--- src/rtl/sprite_pkg.sv ---
// Shared types and constants for the sprite slot scheduler.
// A slot holding EMPTY_ID is free; free slots also carry zero coordinates.
package sprite_pkg;

  localparam int NUM_SLOTS = 16;
  localparam int SLOT_W    = 4;
  localparam int COORD_W   = 10;
  localparam int ID_W      = 4;
  localparam logic [ID_W-1:0] EMPTY_ID = 4'hF;

  typedef enum logic [1:0] {
    CMD_NOP   = 2'b00,
    CMD_ALLOC = 2'b01,
    CMD_MOVE  = 2'b10,
    CMD_FREE  = 2'b11
  } sprite_cmd_e;

  typedef enum logic {
    S_IDLE = 1'b0,
    S_EXEC = 1'b1
  } sched_state_e;

  typedef struct packed {
    logic [ID_W-1:0]    id;
    logic [COORD_W-1:0] x;
    logic [COORD_W-1:0] y;
  } sprite_entry_t;

  localparam sprite_entry_t EMPTY_ENTRY = '{id: EMPTY_ID, x: '0, y: '0};

endpackage

--- src/rtl/sprite_slot_sched_rr_arb2.sv ---
// Two-way round-robin arbiter. When both request, the one not granted most
// recently wins; the preference only moves when i_en marks a taken grant.
module rr_arb2 (
  input  logic       i_clk,
  input  logic       i_srst,
  input  logic [1:0] i_req,
  input  logic       i_en,
  output logic [1:0] o_gnt
);

  logic r_prio;

  always_comb begin
    o_gnt = i_req;
    if (i_req == 2'b11) begin
      o_gnt = r_prio ? 2'b10 : 2'b01;
    end
  end

  always_ff @(posedge i_clk) begin
    if (i_srst) begin
      r_prio <= 1'b0;
    end else if (i_en && (o_gnt != 2'b00)) begin
      r_prio <= o_gnt[0];
    end
  end

endmodule

--- src/rtl/sprite_slot_sched.sv ---
// Sprite slot table controller: two arbitrated requesters edit a shadow table
// that is copied to the renderer-facing active table at each vsync falling edge.
module sprite_slot_sched
  import sprite_pkg::*;
(
  input  logic                               Clk,
  input  logic                               Reset,
  input  logic                               vs,
  input  logic [1:0]                         req_valid,
  output logic [1:0]                         req_ready,
  input  logic [1:0][1:0]                    req_cmd,
  input  logic [1:0][3:0]                    req_slot,
  input  logic [1:0][ID_W-1:0]               req_id,
  input  logic [1:0][COORD_W-1:0]            req_x,
  input  logic [1:0][COORD_W-1:0]            req_y,
  output logic [1:0]                         rsp_valid,
  output logic [3:0]                         rsp_slot,
  output logic                               rsp_err,
  output logic [NUM_SLOTS-1:0][COORD_W-1:0]  PosX,
  output logic [NUM_SLOTS-1:0][COORD_W-1:0]  PosY,
  output logic [NUM_SLOTS-1:0][ID_W-1:0]     SpriteID,
  output logic                               frame_tick
);

  sched_state_e r_state;
  sched_state_e w_state_next;

  logic [1:0] w_arb_req;
  logic [1:0] w_gnt;
  logic       w_accept;
  logic       w_sel;

  sprite_cmd_e        r_cmd;
  logic               r_who;
  logic [SLOT_W-1:0]  r_slot;
  logic [ID_W-1:0]    r_id;
  logic [COORD_W-1:0] r_x;
  logic [COORD_W-1:0] r_y;

  sprite_entry_t r_shadow [NUM_SLOTS];
  sprite_entry_t r_active [NUM_SLOTS];

  logic              w_free_found;
  logic [SLOT_W-1:0] w_free_idx;

  logic              w_exec;
  logic              w_wr_en;
  logic [SLOT_W-1:0] w_wr_slot;
  sprite_entry_t     w_wr_entry;
  logic [SLOT_W-1:0] w_exec_slot;
  logic              w_exec_err;

  logic r_vs;
  logic w_swap;

  // Arbitration only happens in IDLE; requests are masked during EXEC and reset.
  assign w_arb_req = ((r_state == S_IDLE) && !Reset) ? req_valid : 2'b00;
  assign w_accept  = |w_gnt;
  assign w_sel     = w_gnt[1];
  assign w_exec    = (r_state == S_EXEC);
  assign w_swap    = r_vs & ~vs;

  rr_arb2 u_arb (
    .i_clk  (Clk),
    .i_srst (Reset),
    .i_req  (w_arb_req),
    .i_en   (w_accept),
    .o_gnt  (w_gnt)
  );

  always_ff @(posedge Clk) begin
    if (Reset) begin
      r_state <= S_IDLE;
    end else begin
      r_state <= w_state_next;
    end
  end

  always_comb begin
    w_state_next = r_state;
    case (r_state)
      S_IDLE:  if (w_accept) w_state_next = S_EXEC;
      S_EXEC:  w_state_next = S_IDLE;
      default: w_state_next = S_IDLE;
    endcase
  end

  always_comb begin
    req_ready  = w_gnt;
    rsp_valid  = 2'b00;
    rsp_slot   = '0;
    rsp_err    = 1'b0;
    frame_tick = w_swap && !Reset;
    if (w_exec && !Reset) begin
      rsp_valid = r_who ? 2'b10 : 2'b01;
      rsp_slot  = w_exec_slot;
      rsp_err   = w_exec_err;
    end
  end

  always_ff @(posedge Clk) begin
    if (Reset) begin
      r_cmd  <= CMD_NOP;
      r_who  <= 1'b0;
      r_slot <= '0;
      r_id   <= '0;
      r_x    <= '0;
      r_y    <= '0;
    end else if (w_accept) begin
      r_cmd  <= sprite_cmd_e'(req_cmd[w_sel]);
      r_who  <= w_sel;
      r_slot <= req_slot[w_sel];
      r_id   <= req_id[w_sel];
      r_x    <= req_x[w_sel];
      r_y    <= req_y[w_sel];
    end
  end

  // Scanning downward lets the lowest free index win.
  always_comb begin
    w_free_found = 1'b0;
    w_free_idx   = '0;
    for (int i = NUM_SLOTS - 1; i >= 0; i--) begin
      if (r_shadow[i].id == EMPTY_ID) begin
        w_free_found = 1'b1;
        w_free_idx   = SLOT_W'(i);
      end
    end
  end

  always_comb begin
    w_wr_en     = 1'b0;
    w_wr_slot   = r_slot;
    w_wr_entry  = r_shadow[r_slot];
    w_exec_slot = r_slot;
    w_exec_err  = 1'b0;
    case (r_cmd)
      CMD_ALLOC: begin
        if (!w_free_found || (r_id == EMPTY_ID)) begin
          w_exec_err  = 1'b1;
          w_exec_slot = '0;
        end else begin
          w_wr_en     = 1'b1;
          w_wr_slot   = w_free_idx;
          w_exec_slot = w_free_idx;
          w_wr_entry  = '{id: r_id, x: r_x, y: r_y};
        end
      end
      CMD_MOVE: begin
        if (r_shadow[r_slot].id == EMPTY_ID) begin
          w_exec_err = 1'b1;
        end else begin
          w_wr_en      = 1'b1;
          w_wr_entry.x = r_x;
          w_wr_entry.y = r_y;
        end
      end
      CMD_FREE: begin
        if (r_shadow[r_slot].id == EMPTY_ID) begin
          w_exec_err = 1'b1;
        end else begin
          w_wr_en    = 1'b1;
          w_wr_entry = EMPTY_ENTRY;
        end
      end
      default: ;
    endcase
    w_wr_en = w_wr_en && w_exec;
  end

  // The swap copies the pre-edge shadow, so a same-cycle EXEC write waits a frame.
  always_ff @(posedge Clk) begin
    if (Reset) begin
      r_vs <= 1'b0;
      for (int i = 0; i < NUM_SLOTS; i++) begin
        r_shadow[i] <= EMPTY_ENTRY;
        r_active[i] <= EMPTY_ENTRY;
      end
    end else begin
      r_vs <= vs;
      if (w_swap) begin
        for (int i = 0; i < NUM_SLOTS; i++) begin
          r_active[i] <= r_shadow[i];
        end
      end
      if (w_wr_en) begin
        r_shadow[w_wr_slot] <= w_wr_entry;
      end
    end
  end

  for (genvar gi = 0; gi < NUM_SLOTS; gi++) begin : g_out
    assign PosX[gi]     = r_active[gi].x;
    assign PosY[gi]     = r_active[gi].y;
    assign SpriteID[gi] = r_active[gi].id;
  end

endmodule

--- config.mk ---
export PLATFORM = sky130hd
export DESIGN_NAME = sprite_slot_sched
export DESIGN_NICKNAME = d
export VERILOG_FILES = /design/src/rtl/sprite_pkg.sv /design/src/rtl/sprite_slot_sched_rr_arb2.sv /design/src/rtl/sprite_slot_sched.sv
export SDC_FILE = /design/constraint.sdc
export NUM_CORES = 1
export LEC_CHECK = 0
export ABC_AREA = 1
export BUFFER_PORTS_ARGS = -buffer_cell sky130_fd_sc_hd__buf_2
export CAP_MARGIN = 10
export CELL_PAD_IN_SITES_DETAIL_PLACEMENT = 0
export CELL_PAD_IN_SITES_GLOBAL_PLACEMENT = 1
export CORE_MARGIN = 3
export CORE_UTILIZATION = 45
export CTS_CLUSTER_SIZE = 10
export DETAILED_ROUTE_END_ITERATION = 7
export HOLD_SLACK_MARGIN = 0.08
export PLACE_DENSITY_LB_ADDON = 0.1
export SKIP_LAST_GASP = 1
export SLEW_MARGIN = 20
export SYNTH_ARGS = -nofsm -noshare
export SYNTH_HDL_FRONTEND = slang
export SYNTH_SLANG_ARGS = --single-unit
--- constraint.sdc ---
create_clock -name Clk -period 87.6 [get_ports Clk]
set_input_delay 8.76 -clock Clk [delete_from_list [all_inputs] [get_ports Clk]]
set_output_delay 8.76 -clock Clk [all_outputs]
set_load 0.03 [all_outputs]
* Yosys cells after proc, flatten, opt, wreduce, memory -nomap -nowiden
Memories as Yosys holds them, arrays and structs flattened. A register that Yosys moved wholly into a read port is not among the register bits.
Cells that the tools add are included.
** Word-level totals
- Register bits :: 34
- Bits in writable memories :: 768
- Input bits :: 65
- Output and inout bits :: 394
- Logic and storage cells :: 160
- Memories :: 2
** Cells by class
- $lt $le $gt $ge :: 1
- Equality and inequality tests :: 22
- Mux-type cells :: 95
- Bitwise logic cells :: 19
- Reductions and logical operators :: 12
** Memory list
- r_active :: depth 16, width 24, read ports 16, clocked after memory_dff 0, write ports 16, RTL line sprite_slot_sched.sv:41 : sprite_entry_t r_active [NUM_SLOTS];
- r_shadow :: depth 16, width 24, read ports 17, clocked after memory_dff 1, write ports 16, RTL line sprite_slot_sched.sv:40 : sprite_entry_t r_shadow [NUM_SLOTS];
** Operators by type and width (count)
- $mux W24 :: 19
- $mux W4 :: 28
- $eq A4 B4 Y1 const B :: 18
- $pmux W20 S3 :: 1
- $mux W10 :: 4
- $mux W1 :: 31
- $reduce_or A24 Y1 :: 1
- $mux W20 :: 1
- $or A1 B1 Y1 :: 16
- $mux W2 :: 7
- $pmux W4 S2 :: 1
- $eq A2 B2 Y1 const B :: 3
- $pmux W1 S2 :: 3
- $logic_and A1 B1 Y1 :: 5
- $reduce_or A2 Y1 :: 2
- $eq A2 B1 Y1 const B :: 1
- $logic_not A1 Y1 :: 2
- $lt A1 B2 Y1 const B :: 1
- $not A1 Y1 :: 2
- $reduce_bool A2 Y1 :: 1
- $and A1 B1 Y1 :: 1
- $logic_or A1 B1 Y1 :: 1

* Depth between registers and ports, before layout
- Depth in word-level cells :: 27
- Mapped depth :: 23
- Depth with buffers taken out :: 21

* Cells and area by module
Synthesis repeated with hierarchy kept, for this count alone.
** Unflattened totals
- Cell total of the unflattened synthesis :: 3124
- Area, all modules :: 34137.7 µm²
** Modules (own cells, without submodules)
- sprite_slot_sched :: times used 1, cells each 3116, area an instance 34077.7 µm², seq. area each 23802.8 µm²
- rr_arb2 :: times used 1, cells each 8, area an instance 60.1 µm², seq. area each 20.0 µm²

* Least setup slack after synthesis
Ideal clock, no wire load.
- Path type :: in2reg
- Start point :: input vs
- End point :: memory r_active[0][0] (netlist name), enable pin
- Setup time :: 1.662 ns
- Data arrival time :: 35.457 ns
- Required time :: 85.938 ns
- Path slack :: 50.481 ns
- Cell stages on the path :: 1
- Path buffers :: 0
- Cells stage by stage :: o21ai_0
** RTL lines
- start: declaration :: RTL line sprite_slot_sched.sv:8 : input logic vs,
- end: declaration :: RTL line sprite_slot_sched.sv:41

* Final worst setup path
- Start point :: input Reset
- End point :: output req_ready[1]
** On the way
- Word-level cells in the longest chain between the ends :: 5
** RTL lines
- start: declaration :: RTL line sprite_slot_sched.sv:7 : input logic Reset,
- $logic_not A1 Y1 (*) :: RTL line sprite_slot_sched.sv:57 : assign w_arb_req = ((r_state == S_IDLE) && !Reset) ? req_valid : 2'b00;
- $logic_and A1 B1 Y1 (*) :: RTL line sprite_slot_sched.sv:57
- $mux W2 (*) :: RTL line sprite_slot_sched.sv:57
- $eq A2 B2 Y1 :: RTL line sprite_slot_sched_rr_arb2.sv:15 : if (i_req == 2'b11) begin
- $mux W2 (*) :: RTL line sprite_slot_sched_rr_arb2.sv:15
- end: declaration :: RTL line sprite_slot_sched.sv:10 : output logic [1:0] req_ready,
Mark *: on every way between the ends. The rest lies on a longest branch, timed or not.

==> impl_summary.txt <==
----------------------------------------------------
[Timing]
  Maximum clock frequency ... 53.1 MHz
  Final Max Tran Viols ... 0
  Final WS setup ... 68780 ps
  Min cycle time layout ... 18820 ps
  Max_slew headroom ... 0.234
  Period utilisation layout ... 0.215
  Unrepaired setup endpoints after global routing ... no
  Measured slew at the worst slew-check pin ... 1150 ps
  Setup total negative slack ... 0 ps
  Final number of hold-violating endpoints ... 0
  Skew final ... 22.8 ps
  Setup-failing EPs final ... 0

[Critical path]
  Worst Setup End Kind ... output pin
  Worst path most repeated cell ... buf_4
  Crit path cell chain ... buf_4, nor2_1, nand2_1, o21bai_2, buf_4, inv_1, buf_2
  Crit-path max FO ... 40
  CP Data Required Time ... 78840 ps
  Category of the most critical setup path ... primary input to output pin
  Startpoint type of the worst setup path ... primary input
  Slowest cell on the critical path ... buf_4
  Peak per-stage delay on the critical path ... 370 ps
  Arrival @ worst endpoint ... 10060 ps
  Minimum setup slack among reg-to-reg paths ... 81810 ps

[Outcome]
  Status ... finished clean

[Power]
  Share of total power consumed by net switching ... 0.286
  Share of total power in the clock network ... 0.374
  Power density of the placed cells ... 23.4 nW/um^2
  Register share of total power ... 0.483
  Combinational power share ... 0.143
  Worst-case vdd ir drop ... 0.0000147 V
  Power Internal ... 662 uW
  Switching pwr ... 265 uW
  Leakage power ... 15.6 nW

[Synthesis]
  Area of the mapped netlist ... 34000 um^2
  Synthesized netlist net count ... 3127
  Sequential cell area fraction in the yosys report ... 0.701
  Per-instance average area after synthesis ... 11.1 um^2
  Cell count after synthesis ... 3062
  Synth cell types ... 32
  Synthesis Warnings ... 0
  Flip-flop and latch count after synthesis ... 806

[Cells and area]
  Layout-stage area growth over the synthesis result ... 16.5%
  Final-stage net count ... 3510
  Proportion of layout cells with a drive suffix above 1 ... 0.197
  Multi-input gate area ... 7670 um^2
  Commonest non-fill, non-tap cells in the layout ... edfxtp_1, nor2_1, buf_2, inv_1, nand3_1
  Leading cell type in the layout, fill and taps excluded ... edfxtp_1
  Area taken by flip-flops and latches ... 23800 um^2
  Count of fill cells added during filler insertion ... 6644
  Antenna Cells ... 0

[GRT]
  Initial antenna violation count ... 1
  Global router's overall resource usage ... 0.279
  Wire length of the first global-routing pass ... 161000 um
  Number of global-route vias before repair ... 24000
  Maximum number of pins on one net before global-route repair ... 154
  Grt total ovfl ... 0

[CTS]
  Setup fix buffers added after clock tree synthesis ... 0
  TritonCTS clock tree ... built
  H-tree depth ... 3
  Worst-skew pair later-pin latency ... 650 ps
  Number of buffers created by CTS ... 93
  Clock transition at the registers of the reported paths ... 50 ps
  Number of buffers on the longest clock path ... 3
  Number of resized instances in the post-cts repair step ... 0
  Clock root buffer master ... clkbuf_16
  Sinks on the clock net ... 806
  Number of buffers added to fix hold violations after cts ... 0

[Detailed routing]
  Routed length per instance ... 25.0 um
  Post-route DRC violation count ... 0
  DR vias/cell ... 5.49
  First-iteration detailed-routing DRC count ... 2696
  Met3 Routed Length ... 8710 um
  Routed wire length ... 112000 um
  First-pass iteration count of the detailed router ... 5
  Vias after detailed routing ... 24500
  Top Metal Used ... met4
  Antenna violation net count after detailed routing ... 0
  Detailed-routed wire length on met2 ... 53800 um
  Routed met1 length ... 46000 um

[Floorplanning]
  Die height ... 281 um
  FP Rows ... 100
  Floorplan die area ... 78800 um^2
  Core area ... 74600 um^2
  I/O pin count ... 459
  Die Wd ... 281 um
  Starting density of the core ... 0.456

[Placement]
  Final RePlAce weighted congestion ... 0.884
  Detailed Place HPWL ... 77000 um
  Number of buffers added on ports ... 458
  Place WS ... 68790 ps

[Flow run]
  Number of maximum-capacitance constraint violations ... 0

[Hold path]
  Hold/Removal Path Class ... flip-flop to flip-flop

----------------------------------------------------
[metal layers]
metal,GRT usage,vias up
met5,0,-
met4,0.0873,0
met3,0.0417,145
met2,0.459,1126
met1,0.386,12100
li1,-,11100
[power groups by stage]
stage | registers (mW) | clock network, mW | logic (mW)
floorplan | 0.480 | 0 | 0.0652
global route | 0.449 | 0.368 | 0.140
detailed placement | 0.455 | 0 | 0.132
global placement | 0.455 | 0 | 0.131
finish | 0.447 | 0.347 | 0.133
CTS | 0.448 | 0.353 | 0.132
[final timing paths]
kind / startpoint / depth (start not counted) / endpoint
min: r_x[8] / 2 / r_x[8]
max: Reset / 7 / req_ready[1]
min reg2reg: r_x[8] / 2 / r_x[8]
max reg2reg: flip-flop / 16 / r_shadow[13][6]
[critical path, delay by kind of cell]
kind	cells	cell delay (ps)
simple gates	2	180
compound gates	1	100
buf+inv	4	1010
[per-stage QoR]
step | cells | utilization | power, mW | hold slack (ps) | instance area [um^2]
after global routing | 4457 | 0.531 | 0.957 | 523 | 39600
after detailed placement | 4317 | 0.495 | 0.587 | 493 | 36900
after CTS | 4455 | 0.530 | 0.932 | 504 | 39500
after floorplan | 3062 | - | 0.545 | 453 | 34000
final | 4457 | 0.531 | 0.927 | 512 | 39600
after global placement | 4317 | 0.495 | 0.586 | 487 | 36900
[cell families (layout without fill, tap and decap cells)]
family | count (synthesis) | after routing | share of synthesized area
simple gates | 1149 | 1149 | 0.141
flops | 806 | 806 | 0.701
compound gates | 471 | 471 | 0.0824
buf+inv | 636 | 1062 | 0.0750
[Yosys cell counts]
cell      instances  area, um^2
a21oi_1         207        1040
a21oi_2           7        61.3
a31oi_4          19         404
and2_1            3        18.8
buf_1            25        93.8
buf_2            66         330
buf_4            13        97.6
buf_6             4        45.0
clkbuf_1        108         405
clkinv_1          3        11.3
dfxtp_1          38         761
edfxtp_1        768       23100
inv_1           413        1550
inv_2             4        15.0
nand2_1         177         664
nand2_2           1        6.26
nand3_1         214        1070
nand3b_1          1        7.51
nand4_1          50         313
nor2_1          669        2510
nor2_2            1        6.26
nor2b_1           1        6.26
nor3_1            5        25.0
nor3_2            1        10.0
o211ai_1         34         255
o21ai_0         185         926
o21ai_1          10        50.1
o21ai_2           2        17.5
o21bai_1          2        15.0
o22ai_1           4        25.0
o31ai_1           1        7.51
or2_2            26         163
[cell type report]
cell class,instances,area share
sequential,806,0.602
multi-input combinational,1620,0.194
timing repair buffer,504,0.0672
clock buffer,125,0.0637
inverter,420,0.0400
tap,969,0.0306
clock inverter,13,0.00212
[sequential cells by signal, summed over array words and instances, names as in the netlist, named ones only]
signal / cells
r_state: 1
r_x: 10
r_active: 384
r_cmd: 2
u_arb.r_prio: 1
r_vs: 1
r_slot: 4
r_y: 10
r_id: 4
r_who: 1
r_shadow: 384
No activity file was read; power rests on OpenSTA's default activity.
